File: src/rtl/ddr_frame_reader_if.sv
// AXI read-channel bundle between the frame reader (master) and the DDR controller (slave).
`timescale 1ns/1ps
interface ddr_frame_reader_if #(
    parameter int CTRL_ADDR_WIDTH = 28,
    parameter int MEM_DQ_WIDTH    = 32
);
    logic [CTRL_ADDR_WIDTH-1:0] axi_araddr;
    logic [3:0]                 axi_arid;
    logic [3:0]                 axi_arlen;
    logic [2:0]                 axi_arsize;
    logic [1:0]                 axi_arburst;
    logic                       axi_arvalid;
    logic                       axi_arready;
    logic                       axi_rready;
    logic [MEM_DQ_WIDTH*8-1:0]  axi_rdata;
    logic                       axi_rvalid;
    logic                       axi_rlast;
    logic [3:0]                 axi_rid;

    modport master (
        output axi_araddr, axi_arid, axi_arlen, axi_arsize, axi_arburst, axi_arvalid, axi_rready,
        input  axi_arready, axi_rdata, axi_rvalid, axi_rlast, axi_rid
    );

    modport slave (
        input  axi_araddr, axi_arid, axi_arlen, axi_arsize, axi_arburst, axi_arvalid, axi_rready,
        output axi_arready, axi_rdata, axi_rvalid, axi_rlast, axi_rid
    );
endinterface

File: src/rtl/ddr_frame_reader.sv
// Fetches one frame from DDR in room-gated bursts and streams the beats to the read buffer.
// Optional read watchdog enabled by defining FRAME_RD_TIMEOUT_EN.
`timescale 1ns/1ps
module ddr_frame_reader #(
    parameter int         CTRL_ADDR_WIDTH = 28,
    parameter int         MEM_DQ_WIDTH    = 32,
    parameter int         FRAME_WORDS     = 32400,
    parameter int         BURST_BEATS     = 16,
    parameter int         ADDR_STEP       = 8,
    parameter logic [3:0] RD_ID           = 4'd1
) (
    input  logic                       clk,
    input  logic                       rst,
    input  logic                       init_done,
    input  logic                       frame_start,
    input  logic [CTRL_ADDR_WIDTH-1:0] frame_base,
    input  logic                       buf_room,
    ddr_frame_reader_if.master         axi,
    output logic                       buf_wr_en,
    output logic [MEM_DQ_WIDTH*8-1:0]  buf_wr_data,
    output logic                       frame_busy,
    output logic                       frame_done,
    output logic                       rd_err
);
    localparam int WL_W = $clog2(FRAME_WORDS + 1);
    localparam int BB_W = $clog2(BURST_BEATS + 1);

    typedef enum logic [1:0] {IDLE, ADDR, DATA, DONE} state_t;

    state_t                     state, state_nxt;
    logic [CTRL_ADDR_WIDTH-1:0] addr, pend_base, araddr;
    logic [WL_W-1:0]            words_left, words_after;
    logic [BB_W-1:0]            burst_beats, beat_cnt, beat_nxt, beats_cur;
    logic [3:0]                 arlen;
    logic                       arvalid, pend;
    logic                       start_ok, req, beat, burst_end, rid_bad, err_evt, timeout;
    logic [CTRL_ADDR_WIDTH-1:0] req_base, addr_inc;

    assign start_ok    = frame_start & init_done;
    // A restart request is either already pending or arriving this very cycle.
    assign req         = pend | start_ok;
    assign req_base    = start_ok ? frame_base : pend_base;
    assign beat        = (state == DATA) & axi.axi_rvalid;
    assign burst_end   = beat & axi.axi_rlast;
    assign rid_bad     = axi.axi_rid != RD_ID;
    assign beat_nxt    = beat_cnt + BB_W'(1);
    assign beats_cur   = (int'(words_left) < BURST_BEATS) ? BB_W'(words_left) : BB_W'(BURST_BEATS);
    assign words_after = words_left - WL_W'(burst_beats);
    assign addr_inc    = CTRL_ADDR_WIDTH'(int'(burst_beats) * ADDR_STEP);
    assign err_evt     = (beat & (rid_bad
                                  | (axi.axi_rlast & (beat_nxt != burst_beats))
                                  | (~axi.axi_rlast & (beat_nxt >= burst_beats))))
                         | timeout;

`ifdef FRAME_RD_TIMEOUT_EN
    logic [9:0] wdog;
    always_ff @(posedge clk) begin
        if (!rst || state != DATA || axi.axi_rvalid)
            wdog <= '0;
        else if (wdog != 10'h3FF)
            wdog <= wdog + 10'd1;
    end
    assign timeout = (state == DATA) & ~axi.axi_rvalid & (wdog == 10'h3FF);
`else
    assign timeout = 1'b0;
`endif

    assign axi.axi_araddr  = araddr;
    assign axi.axi_arid    = RD_ID;
    assign axi.axi_arlen   = arlen;
    assign axi.axi_arsize  = 3'b101;
    assign axi.axi_arburst = 2'b01;
    assign axi.axi_arvalid = arvalid;
    assign axi.axi_rready  = (state == DATA);
    assign frame_busy      = (state == ADDR) | (state == DATA);
    assign frame_done      = (state == DONE);

    always_ff @(posedge clk) begin
        if (!rst) state <= IDLE;
        else      state <= state_nxt;
    end

    always_comb begin
        state_nxt = state;
        unique case (state)
            IDLE: if (start_ok) state_nxt = ADDR;
            ADDR: if (arvalid && axi.axi_arready) state_nxt = DATA;
            DATA: begin
                if (burst_end)
                    state_nxt = (req || words_after != '0) ? ADDR : DONE;
                else if (timeout)
                    state_nxt = DONE;
            end
            DONE: state_nxt = start_ok ? ADDR : IDLE;
            default: state_nxt = IDLE;
        endcase
    end

    // Burst bookkeeping, address issue and the one-cycle write stage to the buffer
    always_ff @(posedge clk) begin
        if (!rst) begin
            arvalid     <= 1'b0;
            araddr      <= '0;
            arlen       <= '0;
            buf_wr_en   <= 1'b0;
            buf_wr_data <= '0;
            rd_err      <= 1'b0;
            pend        <= 1'b0;
            beat_cnt    <= '0;
            burst_beats <= '0;
            words_left  <= '0;
        end else begin
            buf_wr_en <= beat & ~rid_bad;
            if (beat) buf_wr_data <= axi.axi_rdata;
            if (err_evt) rd_err <= 1'b1;
            if (start_ok) begin
                pend      <= 1'b1;
                pend_base <= frame_base;
            end
            unique case (state)
                IDLE, DONE: begin
                    if (start_ok) begin
                        addr       <= frame_base;
                        words_left <= WL_W'(FRAME_WORDS);
                        pend       <= 1'b0;
                    end
                end
                ADDR: begin
                    if (!arvalid) begin
                        // Nothing in flight yet, so a restart can take effect immediately.
                        if (req) begin
                            addr       <= req_base;
                            words_left <= WL_W'(FRAME_WORDS);
                            pend       <= 1'b0;
                        end else if (buf_room) begin
                            arvalid     <= 1'b1;
                            araddr      <= addr;
                            arlen       <= 4'(beats_cur - BB_W'(1));
                            burst_beats <= beats_cur;
                        end
                    end else if (axi.axi_arready) begin
                        arvalid  <= 1'b0;
                        beat_cnt <= '0;
                    end
                end
                DATA: begin
                    if (beat) beat_cnt <= beat_nxt;
                    if (burst_end) begin
                        if (req) begin
                            addr       <= req_base;
                            words_left <= WL_W'(FRAME_WORDS);
                            pend       <= 1'b0;
                        end else begin
                            addr       <= addr + addr_inc;
                            words_left <= words_after;
                        end
                    end
                    if (timeout) pend <= 1'b0;
                end
                default: ;
            endcase
        end
    end
endmodule

File: src/flat_wrapper.sv
// flat-port wrapper written by rule: the top's interface ports become plain ports
module ddr_frame_reader_flat 
#(
    parameter int         CTRL_ADDR_WIDTH = 28,
    parameter int         MEM_DQ_WIDTH    = 32,
    parameter int         FRAME_WORDS     = 32400,
    parameter int         BURST_BEATS     = 16,
    parameter int         ADDR_STEP       = 8,
    parameter logic [3:0] RD_ID           = 4'd1
)
  (clk, rst, init_done, frame_start, frame_base, buf_room, buf_wr_en, buf_wr_data, frame_busy, frame_done, rd_err, axi_axi_araddr, axi_axi_arid, axi_axi_arlen, axi_axi_arsize, axi_axi_arburst, axi_axi_arvalid, axi_axi_rready, axi_axi_arready, axi_axi_rdata, axi_axi_rvalid, axi_axi_rlast, axi_axi_rid);
  ddr_frame_reader_if #(.CTRL_ADDR_WIDTH(CTRL_ADDR_WIDTH), .MEM_DQ_WIDTH(MEM_DQ_WIDTH)) axi_i ();
  input  logic clk;
  input  logic rst;
  input  logic init_done;
  input  logic frame_start;
  input  logic [CTRL_ADDR_WIDTH-1:0] frame_base;
  input  logic buf_room;
  output logic buf_wr_en;
  output logic [MEM_DQ_WIDTH*8-1:0] buf_wr_data;
  output logic frame_busy;
  output logic frame_done;
  output logic rd_err;
  output wire logic [$bits(axi_i.axi_araddr)-1:0] axi_axi_araddr;
  output wire logic [$bits(axi_i.axi_arid)-1:0] axi_axi_arid;
  output wire logic [$bits(axi_i.axi_arlen)-1:0] axi_axi_arlen;
  output wire logic [$bits(axi_i.axi_arsize)-1:0] axi_axi_arsize;
  output wire logic [$bits(axi_i.axi_arburst)-1:0] axi_axi_arburst;
  output wire logic [$bits(axi_i.axi_arvalid)-1:0] axi_axi_arvalid;
  output wire logic [$bits(axi_i.axi_rready)-1:0] axi_axi_rready;
  input wire logic [$bits(axi_i.axi_arready)-1:0] axi_axi_arready;
  input wire logic [$bits(axi_i.axi_rdata)-1:0] axi_axi_rdata;
  input wire logic [$bits(axi_i.axi_rvalid)-1:0] axi_axi_rvalid;
  input wire logic [$bits(axi_i.axi_rlast)-1:0] axi_axi_rlast;
  input wire logic [$bits(axi_i.axi_rid)-1:0] axi_axi_rid;
  assign axi_axi_araddr = axi_i.axi_araddr;
  assign axi_axi_arid = axi_i.axi_arid;
  assign axi_axi_arlen = axi_i.axi_arlen;
  assign axi_axi_arsize = axi_i.axi_arsize;
  assign axi_axi_arburst = axi_i.axi_arburst;
  assign axi_axi_arvalid = axi_i.axi_arvalid;
  assign axi_axi_rready = axi_i.axi_rready;
  assign axi_i.axi_arready = axi_axi_arready;
  assign axi_i.axi_rdata = axi_axi_rdata;
  assign axi_i.axi_rvalid = axi_axi_rvalid;
  assign axi_i.axi_rlast = axi_axi_rlast;
  assign axi_i.axi_rid = axi_axi_rid;
  ddr_frame_reader #(.CTRL_ADDR_WIDTH(CTRL_ADDR_WIDTH), .MEM_DQ_WIDTH(MEM_DQ_WIDTH), .FRAME_WORDS(FRAME_WORDS), .BURST_BEATS(BURST_BEATS), .ADDR_STEP(ADDR_STEP), .RD_ID(RD_ID)) u_core (.clk(clk), .rst(rst), .init_done(init_done), .frame_start(frame_start), .frame_base(frame_base), .buf_room(buf_room), .axi(axi_i), .buf_wr_en(buf_wr_en), .buf_wr_data(buf_wr_data), .frame_busy(frame_busy), .frame_done(frame_done), .rd_err(rd_err));
endmodule
File: config.mk
export PLATFORM = sky130hd
export DESIGN_NAME = ddr_frame_reader_flat
export DESIGN_NICKNAME = d
export VERILOG_FILES = /design/src/rtl/ddr_frame_reader_if.sv /design/src/rtl/ddr_frame_reader.sv /design/src/flat_wrapper.sv
export SDC_FILE = /design/constraint.sdc
export NUM_CORES = 1
export LEC_CHECK = 0
export BUFFER_PORTS_ARGS = -buffer_cell sky130_fd_sc_hd__buf_2
export CORE_ASPECT_RATIO = 2
export CORE_UTILIZATION = 25
export CTS_CLUSTER_SIZE = 28
export DETAILED_ROUTE_END_ITERATION = 8
export PLACE_DENSITY = 0.46
export SYNTH_ARGS = -nofsm -noshare
export SYNTH_HDL_FRONTEND = slang
export SYNTH_SLANG_ARGS = --single-unit
File: constraint.sdc
create_clock -name clk -period 2.7 [get_ports clk]
set_input_delay 0.27 -clock clk [delete_from_list [all_inputs] [get_ports clk]]
set_output_delay 0.27 -clock clk [all_outputs]
set_load 0.005 [all_outputs]
==> impl_metrics.env <==
export IMPL_status="finished clean"
export IMPL_leakage_nw=9.52
export IMPL_synthCells=1819
export IMPL_drt_iter0_drc=940
export IMPL_clock_latency_ns=0.56
export IMPL_synthSimpleGateAreaFrac_pct=21.1
export IMPL_htreeDepth=2
export IMPL_grt_use_met2_pct=34.5
export IMPL_nets=2924
export IMPL_drt_antenna_violating_nets=0
export IMPL_worst_pin_slew_ns=0.975
export IMPL_design_die_area_sq_mm=0.0617
export IMPL_ys_seq_elements=375
export IMPL_synth_cell_types=74
export IMPL_io_buffers=589
export IMPL_yosys_area_top_type_share_pct=42.1
export IMPL_ir_worst_vdd_uv=425
export IMPL_fmax_mhz=390
export IMPL_seqCellArea_sq_mm=0.00807
export IMPL_synth_area_top_cells="dfxtp_1 42%, nand2_1 16%, edfxtp_1 11%, a21oi_1 10%, clkbuf_1 2.3%"
export IMPL_root_buffer="clkbuf_16"
export IMPL_arrival_ns=3.01
export IMPL_slew_violations=0
export IMPL_power_density_mw_per_mm2=636
export IMPL_rsz0062_at_grt="no"
export IMPL_synthMuxAreaShare_pct=1.34
export IMPL_endpoint_kind="register"
export IMPL_multiInputGateArea_sq_mm=0.00646
export IMPL_boundaryPins=599
export IMPL_cts_buffers=39
export IMPL_use_met1_pct=23.4
export IMPL_dp_hpwl_um=48600
export IMPL_cts_sinks=375
export IMPL_clock_skew_final_ns=0.0142
export IMPL_cts_buffer_depth=3
export IMPL_finalWeightedCongestion=0.882
export IMPL_design_area_sq_mm=0.0228
export IMPL_synthAdderAreaFrac_pct=2.08
export IMPL_cp_required_ns=3.15
export IMPL_start_kind="register"
export IMPL_antenna_found_initial=12
export IMPL_synth_async_reset_ratio_pct=0
export IMPL_finalSetupViolations=0
export IMPL_cap_violations=0
export IMPL_synth_top_family_by_area="simple AND/OR/NAND/NOR gates"
export IMPL_vias_per_cell=4.62
export IMPL_synth_xor_area_share_pct=1.44
export IMPL_yosysTopAreaCell="dfxtp_1"
export IMPL_path_clk_slew_ns=0.06
export IMPL_period_share_pct=95.0
export IMPL_syn_to_final_growth_pct=50.4
export IMPL_rows=127
export IMPL_synth_compound_area_share_pct=16.1
export IMPL_vias=15759
export IMPL_ys_seq_area_share_pct=53.2
export IMPL_relSlewSlack_pct=35.0
export IMPL_crit_fanout=5
export IMPL_syn_area_sq_mm=0.0152
export IMPL_power_w=0.0145
export IMPL_placed_cell_area_sq_mm=0.0190
export IMPL_synth_most_common_cell="nand2_1"
export IMPL_drive_gt1_share_pct=28.0
export IMPL_period_minus_slack_ns=2.56
export IMPL_start_util_pct=25.3
export IMPL_busiest_layer="met2"
export IMPL_coreArea_sq_mm=0.0599
export IMPL_fill_cells=6188
export IMPL_path_class="reg -> reg"
export IMPL_drt_total_wl_um=65400
export IMPL_grt_max_degree=153
export IMPL_grt_pass1_wl_um=94700
export IMPL_drc=0
export IMPL_first_pass_iters=5
export IMPL_wl_per_cell_um=19.1
export IMPL_synth_edf_count=56
export IMPL_yosysWarnings=0
export IMPL_cts_tree="built"
export IMPL_ys_flop_type="dfxtp_1"
export IMPL_die_w_um=176
export IMPL_die_h_um=350
export IMPL_track_usage_pct=20.3
export IMPL_hold_viol_final=0
export IMPL_met3_usage_pct=5.00
export IMPL_syn_area_per_cell_sq_um=8.34
export IMPL_grt_pass1_vias=15505
export IMPL_hp_class="in -> reg"
export IMPL_synth_commonest_cells="628 x nand2_1, 319 x dfxtp_1, 316 x a21oi_1, 92 x clkbuf_1, 56 x edfxtp_1"
export IMPL_hold_ws_ns=0.0378
export IMPL_grt_overflow_total=0
-- area by class of cell --
cell class                 count  share of cell area [%]
antenna                        7                  0.0768
clock buffer                  55                    5.05
clock inverter                14                   0.620
inverter                      32                   0.559
multi-input combinational   1283                    28.3
sequential                   375                    35.4
tap                          774                    4.24
timing repair buffer         873                    25.8
-- where the power goes --
| part | leakage (nW) | switching (W) | total, W | internal (W) |
|---|---|---|---|---|
| clock | 0.643 | 0.00240 | 0.00558 | 0.00317 |
| combinational | 5.77 | 0.00151 | 0.00264 | 0.00113 |
| sequential | 3.11 | 0.000258 | 0.00630 | 0.00604 |
-- cells by family after synthesis --
group	Yosys count
AOI/OAI and AO/OA	435
xor gates and xnor gates	25
adders and majority gates	24
buffers and inverters	168
DFF	375
muxes	19
other	2
and+or+nand+nor	771
-- worst paths after layout --
| kind | startpoint | end | slack, ns | cells past startpoint |
|---|---|---|---|---|
| setup / recovery | u_core.words_left[0] | u_core.state[1] | 0.14 | 9 |
| hold / removal | axi_axi_rdata[108] | u_core.buf_wr_data[108] | 0.04 | 3 |
| setup reg to reg | u_core.words_left[0] | u_core.state[1] | 0.14 | 9 |
| hold reg to reg | u_core.axi.axi_araddr[0] | u_core.axi.axi_araddr[0] | 0.45 | 2 |
-- cells in the final DEF, fill, tap and decap left out, types with 21 or more instances in the layout --
cell type and count:
a21oi_1 316, buf_2 589, buf_4 22, clkbuf_16 40
dfxtp_1 316, dlygate4sd3_1 248, edfxtp_1 56, ha_1 21
inv_1 30, nand2_1 627, nand3_1 29, nor2_1 37
o21ai_0 36
-- layer usage --
metal / wire [um] / up-vias / part of all wire [%]
met4: 3160 / 10 / 4.8
li1: - / 7672 / -
met3: 4870 / 133 / 7.5
met1: 25800 / 7286 / 39
met2: 31500 / 658 / 48
met5: 57 / - / 0.087
-- worst max-delay path, cell delays in order, from the launching register on --
cell and delay (ns):
dfxtp_2 0.36, inv_1 0.05, ha_1 0.21, fa_1 0.40, and2b_2 0.27, o22ai_1 0.10, mux2_2 0.32, a2111oi_4 0.30
a41oi_1 0.19, a311oi_2 0.25
-- registers in the layout, summed over array words and instances, names as in the netlist --
name	cells
u_core.addr	28
u_core.axi.axi_araddr	28
u_core.axi.axi_arlen	4
u_core.axi.axi_arvalid	1
u_core.beat_cnt	5
u_core.buf_wr_data	256
u_core.buf_wr_en	1
u_core.burst_beats	5
u_core.pend	1
u_core.pend_base	28
u_core.rd_err	1
u_core.state	2
u_core.words_left	15
-- per-stage QoR --
stage	setup WS, ns	TNS (ns)	cells	utilization (%)
after CTS	0.0423	0	3406	38.0
final	0.136	0	3413	38.1
after global placement	0.0171	0	3089	31.7
after floorplan	0.0603	0	1826	-
after detailed placement	-0.0290	-0.0290	3089	31.7
after global routing	0.0308	0	3411	38.1
-- repair_timing --
item,in CTS,in global routing
setup buffers,0,0
gates resized for setup,2,6
endpoints found under the setup margin,1,4
hold buffers,248,0
endpoints found under the hold margin,248,0
No activity file was read; power rests on OpenSTA's default activity.
